**src/rtl/draw_arbiter_pkg.sv**
```systemverilog
// Shared types and constants for the round-robin draw-engine arbiter.
// Used by draw_arbiter and rr_pick4.
package draw_arbiter_pkg;

  localparam int N_REQ         = 4;
  localparam int WAIT_BUSY_LIM = 4;
  localparam int DEF_CMD_W     = 8;

  typedef enum logic [2:0] {
    ST_IDLE      = 3'd0,
    ST_START     = 3'd1,
    ST_WAIT_BUSY = 3'd2,
    ST_WAIT_IDLE = 3'd3,
    ST_FIN       = 3'd4
  } state_t;

  function automatic logic [1:0] onehot_to_idx(input logic [N_REQ-1:0] oh);
    logic [1:0] idx;
    idx = '0;
    for (int i = 0; i < N_REQ; i++) begin
      if (oh[i]) idx = 2'(i);
    end
    return idx;
  endfunction

endpackage

```
**src/rtl/draw_arbiter_rr_pick4.sv**
```systemverilog
// Combinational round-robin pick among four requesters; the search starts
// one past the last served requester and wraps modulo 4.
module rr_pick4
  import draw_arbiter_pkg::*;
(
  input  logic [N_REQ-1:0] i_req,
  input  logic [1:0]       i_last,
  output logic [N_REQ-1:0] o_winner,
  output logic             o_valid
);

  logic [1:0] w_idx;
  logic       w_found;

  always_comb begin
    // NOTE: every variable written here gets a default first, otherwise a
    // path that skips the assignment would infer a latch.
    o_winner = '0;
    w_found  = 1'b0;
    w_idx    = '0;
    for (int k = 1; k <= N_REQ; k++) begin
      w_idx = i_last + 2'(k);
      if (!w_found && i_req[w_idx]) begin
        o_winner[w_idx] = 1'b1;
        w_found         = 1'b1;
      end
    end
    o_valid = |i_req;
  end

endmodule

```
**src/rtl/draw_arbiter.sv**
```systemverilog
// Round-robin arbiter granting four requesters access to one draw engine.
// Define DRAW_ARB_TIMEOUT_EN to enable the WAIT_IDLE timeout and TMO_ERR flag.
module draw_arbiter
  import draw_arbiter_pkg::*;
#(
  parameter int CMD_W   = DEF_CMD_W,
  parameter int TMO_CYC = 255
) (
  input  logic                   i_clk,
  input  logic                   i_rst,
  input  logic [N_REQ-1:0]       i_req,
  input  logic [N_REQ*CMD_W-1:0] i_cmd,
  input  logic                   i_eng_idle,
  output logic                   o_eng_start,
  output logic [CMD_W-1:0]       o_eng_cmd,
  output logic [N_REQ-1:0]       o_gnt,
  output logic [N_REQ-1:0]       o_done,
  output logic                   o_busy,
  output logic                   o_tmo_err
);

  // The timeout counter is 8 bits wide, so the limit must fit in it.
  if (TMO_CYC < 1 || TMO_CYC > 256) begin : g_bad_tmo_cyc
    $error("draw_arbiter: TMO_CYC must be in 1..256");
  end

  state_t           r_state;
  state_t           w_next;
  logic [N_REQ-1:0] r_gnt;
  logic [CMD_W-1:0] r_cmd;
  logic [1:0]       r_last;
  logic [1:0]       r_wb_cnt;
  logic [N_REQ-1:0] w_winner;
  logic [1:0]       w_win_idx;
  logic             w_valid;
  logic             w_grant;
  logic             w_wb_expired;
  logic             w_tmo_hit;

  rr_pick4 u_pick (
    .i_req    (i_req),
    .i_last   (r_last),
    .o_winner (w_winner),
    .o_valid  (w_valid)
  );

  assign w_win_idx    = onehot_to_idx(w_winner);
  assign w_grant      = w_valid && i_eng_idle;
  assign w_wb_expired = i_eng_idle && (r_wb_cnt == 2'(WAIT_BUSY_LIM - 1));

`ifdef DRAW_ARB_TIMEOUT_EN
  localparam logic [7:0] TMO_LAST = 8'(TMO_CYC - 1);

  logic [7:0] r_tmo_cnt;
  logic       r_tmo_err;

  assign w_tmo_hit = (r_state == ST_WAIT_IDLE) && !i_eng_idle && (r_tmo_cnt == TMO_LAST);

  // Counter is parked at zero while in WAIT_BUSY so each WAIT_IDLE starts fresh.
  always_ff @(posedge i_clk) begin
    if (i_rst) begin
      r_tmo_cnt <= '0;
      r_tmo_err <= 1'b0;
    end else begin
      if (r_state == ST_WAIT_BUSY)      r_tmo_cnt <= '0;
      else if (r_state == ST_WAIT_IDLE) r_tmo_cnt <= r_tmo_cnt + 8'd1;
      if (w_tmo_hit) r_tmo_err <= 1'b1;
    end
  end

  assign o_tmo_err = r_tmo_err;
`else
  assign w_tmo_hit = 1'b0;
  assign o_tmo_err = 1'b0;
`endif

  always_ff @(posedge i_clk) begin
    // NOTE: sequential state uses non-blocking assignments so every register
    // samples pre-edge values regardless of block ordering.
    if (i_rst) r_state <= ST_IDLE;
    else       r_state <= w_next;
  end

  always_comb begin
    w_next = r_state;
    case (r_state)
      ST_IDLE:      if (w_grant) w_next = ST_START;
      ST_START:     w_next = ST_WAIT_BUSY;
      ST_WAIT_BUSY: begin
        if (!i_eng_idle)       w_next = ST_WAIT_IDLE;
        else if (w_wb_expired) w_next = ST_FIN;
      end
      ST_WAIT_IDLE: if (i_eng_idle || w_tmo_hit) w_next = ST_FIN;
      ST_FIN:       w_next = ST_IDLE;
      default:      w_next = ST_IDLE;
    endcase
  end

  always_comb begin
    o_eng_start = (r_state == ST_START);
    o_busy      = (r_state != ST_IDLE);
    o_done      = (r_state == ST_FIN) ? r_gnt : '0;
    o_gnt       = r_gnt;
    o_eng_cmd   = r_cmd;
  end

  // Grant, command and round-robin pointer; last served moves only on completion.
  always_ff @(posedge i_clk) begin
    if (i_rst) begin
      r_gnt    <= '0;
      r_cmd    <= '0;
      r_last   <= 2'd3;
      r_wb_cnt <= '0;
    end else begin
      case (r_state)
        ST_IDLE: begin
          if (w_grant) begin
            r_gnt <= w_winner;
            r_cmd <= i_cmd[w_win_idx*CMD_W +: CMD_W];
          end
        end
        ST_START:     r_wb_cnt <= '0;
        ST_WAIT_BUSY: if (i_eng_idle) r_wb_cnt <= r_wb_cnt + 2'd1;
        ST_FIN: begin
          r_last <= onehot_to_idx(r_gnt);
          r_gnt  <= '0;
        end
        default: ;
      endcase
    end
  end

endmodule

```
**config.mk**
```make
export PLATFORM = sky130hd
export DESIGN_NAME = draw_arbiter
export DESIGN_NICKNAME = d
export VERILOG_FILES = /design/src/rtl/draw_arbiter_pkg.sv /design/src/rtl/draw_arbiter_rr_pick4.sv /design/src/rtl/draw_arbiter.sv
export SDC_FILE = /design/constraint.sdc
export NUM_CORES = 1
export LEC_CHECK = 0
export CAP_MARGIN = 0
export CORE_MARGIN = 2
export CORE_UTILIZATION = 47
export CTS_CLUSTER_DIAMETER = 60
export DETAILED_ROUTE_END_ITERATION = 10
export PLACE_DENSITY = 0.9
export SYNTH_ARGS = -nofsm -noshare
export SYNTH_HDL_FRONTEND = slang
export SYNTH_HIERARCHICAL = 1
export SYNTH_SLANG_ARGS = --single-unit
```
**constraint.sdc**
```tcl
create_clock -name i_clk -period 8.4 [get_ports i_clk]
set_input_delay 1.68 -clock i_clk [delete_from_list [all_inputs] [get_ports i_clk]]
set_output_delay 1.68 -clock i_clk [all_outputs]
set_load 0.02 [all_outputs]
```
==> metrics, run 1 <==
Final setup viols 0; clk root buf clkbuf_4; Hold WS 502.1 ps; CP arrival 4600 ps; fin crit share 52.83%; GR peak layer met2; drt via density 5.633; final total power 0.2343 mW; Mapped Area 1485 um^2; Critical-path top delay cell o211ai_1; row count 20; fin. max-slew vios 0; delay-heaviest family, CP compound AO/OA/AOI/OAI gates; Switching Power 0.07334 mW; Die W 60.22 um; Internal 0.1609 mW; Initial Utilization 49.05%; Ys Warns 6; Layout fillers 239; Placed Instance Area 1999 um^2; Flop pwr share 44.1%; CTS Hold Bufs 0; Post-Route WL 3753 um; dominant cell type by area after synthesis dfxtp_1; DRC viols 0; num ports 58; post-CTS sizing 0; Slew @ Worst Pin 897.4 ps; Buf/Inv on CP 1; setup TNS 0 ps; CTS clk-pin slew, worst paths 110 ps; drt pass-1 iters 5; Core Area 3028 um^2; clock period minus worst slack 4438 ps; non-filler cells, final 248; CTS Buffer Depth 2; met2 usage 37.73%; Worst Clk Skew 1.694 ps; Total GRT Usage 21.75%; largest net degree at the start of global routing 19; Post-Synth Simple-Gate Area 16.60%; post-synth cell types 39; Slowest Stage Delay on Critical Path 730 ps; Detailed Place HPWL 2830 um; element type at the critical path start primary input; Yosys top cell area share 25.61%; number of enable flip-flop cells after synthesis 0; Post-synth top cells dfxtp_1 (19), a21oi_1 (18), inv_1 (13); CP cell instances clkdlybuf4s50_1 -> mux4_2 -> nor2_1 -> nand2_1 -> o211ai_1 -> mux2_2 -> a222oi_1 -> a211oi_2; DR iter-0 viols 127; fraction of registers with async set/reset 0%; M1 GR Usage 25.92%; Syn Nets 207; clock sinks 19; most frequent cell after synthesis dfxtp_1; Placement Setup Slack 3613 ps; Crit Path Category primary input to register; synth-to-layout area growth 36.48%; global-route wire length before repair 6072 um; initial antenna violation count 0; Comb power frac 36.0%; Crit Path Max Fanout 10; final core occ 66.94%; Hold Crit Class register to register; Clk Latency, worst-skew pair 300 ps; diode count 0; htree depth 1; met3 Resource Use GR 4.545%; post-synthesis compound-gate area fraction 25.78%; vias in the first global route 1343; Die Y 60.22 um; Multi-input gate area 954.7 um^2; Seq cells post-synth 19; Worst setup EP type register; switching share of power 31.31%; FF/Latch Area 380.4 um^2; remaining global-route overflow 0; CTS tree done; Synth Area in Adders 7.582%; Post-CTS Setup Inserts 0; Leakage 0.7441 nW; pwr/cell area 115.6 nW/um^2; max_slew headroom 39.91%; mux contribution to synthesized area 14.07%; status completed; final setup margin 3962 ps; Total Die Area 3626 um^2; routability cong. 0.9183; share of post-route cells with drive strength above 1 13.73%; Max Clock Freq 0.2253 GHz; RSZ-0062 raised after global routing false; clock power share 20.0%; top_reg_cell synth dfxtp_1; VDD IR max 0.08845 mV; Final Instance Area 2027 um^2; synth top area cells dfxtp_1 (26%), ha_1 (7.6%), mux2_2 (6.8%), a21oi_1 (6.1%), a222oi_1 (5.4%); Gate Count Post-Synth 159; IO buf count 56; register area share after synthesis 25.61%; Synth Area in XOR/XNOR 0%; Antenna Nets Post-Route 0; mean routed wirelength per cell 15.13 um; CTS Buf Count 3; Final Hold Fails 0; Mapped Avg Cell Area 9.341 um^2; via count 1397; largest family of logic cells by synthesized area compound AO/OA/AOI/OAI gates; nets@finish 253; worst path required time 8560 ps; Placed Cells 244; number of max-cap violations 0
metal layers:
| layer | share of wire [%] | routed length [um] | vias to the layer above |
|---|---|---|---|
| met1 | 41 | 1544 | 662 |
| met2 | 52 | 1944 | 41 |
| li1 | - | - | 690 |
| met3 | 5.8 | 218 | 4 |
| met4 | 1.2 | 46 | 0 |
| met5 | 0 | 0 | - |
worst paths after layout:
kind                                               start                         to  slack, ps  cells past startpoint
worst max-delay path                            i_req[2]  o_eng_cmd[5]$_SDFFE_PP0P_       3960                      8
worst min-delay path            r_wb_cnt[1]$_SDFFE_PP0P_   r_wb_cnt[1]$_SDFFE_PP0P_        500                      2
worst max register to register    r_last[0]$_SDFFE_PP1P_  o_eng_cmd[5]$_SDFFE_PP0P_       4770                      9
worst min register to register  r_wb_cnt[1]$_SDFFE_PP0P_   r_wb_cnt[1]$_SDFFE_PP0P_        500                      2
power by group through the flow:
| stage | combinational (mW) | clock [mW] | sequential [mW] |
|---|---|---|---|
| after floorplan | 0.0470 | 0 | 0.109 |
| after global placement | 0.0827 | 0 | 0.105 |
| after detailed placement | 0.0845 | 0 | 0.105 |
| after CTS | 0.0848 | 0.0486 | 0.103 |
| after global routing | 0.0907 | 0.0523 | 0.104 |
| final | 0.0843 | 0.0468 | 0.103 |
layout by cell type (no fill, tap or decap), drive strengths merged:
master         count
dfxtp             19
mux4               4
o22a               1
conb               1
a21oi             18
o21ai              2
o32ai              2
clkinv             1
nor2b              1
nor4               1
clkbuf             3
inv               13
clkdlybuf4s50     56
a211o              4
a211oi             8
nor3b              6
ha                 9
and2               1
nor3               3
a222oi             8
nand2              8
nor2               7
nand3              4
nor4b              2
nand2b             2
or3b               1
a2bb2oi            1
nand3b             1
or4                1
o211ai             5
mux2               9
mux2i              1
or3                1
layout make-up:
type,count,area share (%)
inverters,13,2.407
clock buffers,3,1.111
repair buffers,56,27.65
well taps,44,2.716
clock inverters,1,0.2469
flip-flops and latches,19,18.77
multi-input cells,112,47.10
logic make-up (layout without fill, tap and decap cells):
family / after synthesis / after routing
AO/OA/AOI/OAI: 49 / 49
multiplexers: 14 / 14
flip-flops: 19 / 19
AND/OR/NAND/NOR: 39 / 39
other: 1 / 1
adder cells (fa/ha/maj): 9 / 9
buffers and inverters: 28 / 73
flip-flops by register name (all words and copies together), names as in the netlist:
name       count
o_eng_cmd      8
o_gnt          4
r_last         2
r_state        3
r_wb_cnt       2
worst reg2reg max path: cells and delay by family, from the launching register on:
kind | cells | cell delay (ps)
AO/OA/AOI/OAI | 3 | 860
adder cells (fa/ha/maj) | 1 | 370
buffers and inverters | 1 | 180
flip-flops | 1 | 600
multiplexers | 2 | 1060
AND/OR/NAND/NOR | 2 | 430
(Power assumes the default switching activity.)
==> run 2: changes to the inputs <==
CORE_UTILIZATION = 44   (was 47)
PLACE_DENSITY = 0.86   (was 0.9)
clock period = 4.63 ns   (was 8.4 ns; I/O delays follow)
==> run 2 against run 1 <==
First-iteration DRC count decreased by 11%. Register-to-register slack lost 3800 ps. Routed wire length down 2.9%. Critical path type unchanged. Clock-buffer cell count increased by 1. Clock power is 78% higher. Global-route usage decreased by 2.1 points. Critical endpoint unchanged.
==> metrics, run 2 (synthesis gave the netlist of run 1 again) <==
status completed; Total Die Area 3856 um^2 (+6.4%); Initial Utilization 45.22% (-3.8 points); row count 21 (+5.0%); Flop pwr share 44.3% (+0.2 points); FF/Latch Area 380.4 um^2 (unchanged); num ports 58 (unchanged); element type at the critical path start primary input; Max Clock Freq 0.2699 GHz; most common cell after layout, fill and taps aside clkdlybuf4s50_1; Post-CTS Setup Inserts 0 (unchanged); via count 1396 (-0.072%); initial antenna violation count 0 (unchanged); Multi-input gate area 954.7 um^2 (unchanged); mean routed wirelength per cell 14.58 um (-3.6%); Crit Path Max Fanout 10 (unchanged); drt pass-1 iters 4 (-1); Antenna Nets Post-Route 0 (unchanged); clock sinks 19 (unchanged); global-route wire length before repair 6327 um (+4.2%); Crit Path Category primary input to register; Total GRT Usage 19.65% (-2.1 points); VDD IR max 0.1705 mV (+93%); Detailed Place HPWL 2719 um (-3.9%); max reg flops 8 (unchanged); htree depth 1 (unchanged); worst path required time 4790 ps (-3770 ps); post-CTS sizing 0 (unchanged); Leakage 0.7413 nW (-0.37%); routability cong. 0.9426 (+2.6%); Core Area 3284 um^2 (+8.5%); DRC viols 0 (unchanged); Worst Clk Skew 8.383 ps (+6.689 ps); clock power share 19.7% (-0.3 points); Die Y 62.10 um (+3.1%); RSZ-0062 raised after global routing false; hold path depth 2 (unchanged); remaining global-route overflow 0 (unchanged); Worst setup EP type register; CTS tree done; Internal 0.2932 mW (+82%); nets@finish 253 (unchanged); DR top layer met4; Layout fillers 268 (+12%); most frequent cells in the layout clkdlybuf4s50_1 (56), dfxtp_1 (19), a21oi_1 (18); Final setup viols 0 (unchanged); Routed met2 length 1838 um (-5.5%); met3 wire length 195 um (-11%); DR iter-0 viols 113 (-11%); Placed Cells 246 (+0.82%); fin. max-slew vios 0 (unchanged); IO buf count 56 (unchanged); clock period minus worst slack 3705 ps; vias in the first global route 1355 (+0.89%); fin crit share 80.02%; Clk Latency, worst-skew pair 290 ps (about the same); Die W 62.10 um (+3.1%); Final Hold Fails 0 (unchanged); number of max-cap violations 0 (unchanged); CTS Buffer Depth 2 (unchanged); Post-Route WL 3646 um (-2.9%); final core occ 61.75% (-5.2 points); non-filler cells, final 250 (+0.81%); Slew @ Worst Pin 918.6 ps (+21.18 ps); Reg2Reg Depth 9 (unchanged); Switching Power 0.1296 mW (+77%); pwr/cell area 208.5 nW/um^2 (+80%); Comb power frac 36.1% (about the same); switching share of power 30.66% (-0.65 points); CP arrival 3860 ps (-740 ps); CTS Buf Count 3 (unchanged); synth-to-layout area growth 36.56% (about the same); setup TNS 0 ps (unchanged); share of post-route cells with drive strength above 1 13.24% (-0.49 points); largest net degree at the start of global routing 19 (unchanged); drt via density 5.584 (-0.87%); Hold Crit Class register to register; CTS Hold Bufs 0 (unchanged); max_slew headroom 38.49% (-1.4 points); diode count 0 (unchanged); M1 WL 1600 um (+3.6%); clk root buf clkbuf_4; CTS clk-pin slew, worst paths 110 ps (about the same)
-- run 2: layout make-up --
type                    count  share of cell area [%]
flip-flops and latches     19                   18.75
well taps                  46                   2.838
repair buffers             56                   27.64
inverters                  13                   2.406
multi-input cells         112                   47.07
clock buffers               4                   1.295
-- run 2: worst paths after layout --
| kind | startpoint | to | slack (ps) |
|---|---|---|---|
| worst min register to register | r_wb_cnt[1]$_SDFFE_PP0P_ | r_wb_cnt[1]$_SDFFE_PP0P_ | 500 |
| worst max-delay path | i_req[3] | o_eng_cmd[5]$_SDFFE_PP0P_ | 920 |
| worst max register to register | r_last[0]$_SDFFE_PP1P_ | o_eng_cmd[5]$_SDFFE_PP0P_ | 1010 |
| worst min-delay path | r_wb_cnt[1]$_SDFFE_PP0P_ | r_wb_cnt[1]$_SDFFE_PP0P_ | 500 |
-- run 2: worst max-delay path, stage by stage --
cell             delay, ps
clkdlybuf4s50_1        470
mux4_2                 610
nor2_1                 140
nand2_1                100
o211ai_1               750
mux2_2                 410
a222oi_1               340
a211oi_2               120
-- run 2: stage by stage --
stage	setup WS (ps)	hold slack, ps	power, mW	area [um^2]
floorplan	1539	456.5	0.2827	1485
global placement	635.3	474.1	0.3413	2002
detailed placement	600.4	485.0	0.3430	2002
CTS	942.8	501.1	0.4277	2028
global route	693.8	540.7	0.4503	2028
finish	925.0	501.3	0.4228	2028
-- run 2: power by group through the flow --
stage	sequential, mW	combinational [mW]	clock [mW]
after floorplan	0.197	0.0853	0
after global placement	0.190	0.151	0
after detailed placement	0.191	0.152	0
after CTS	0.187	0.153	0.0873
after global routing	0.189	0.166	0.0951
final	0.187	0.152	0.0832
-- run 2: metal layers --
layer | vias to the layer above | global-route usage, %
met5 | - | 0
met4 | 0 | 4.167
met3 | 2 | 3.442
met2 | 41 | 33.42
met1 | 667 | 26.29
li1 | 686 | -
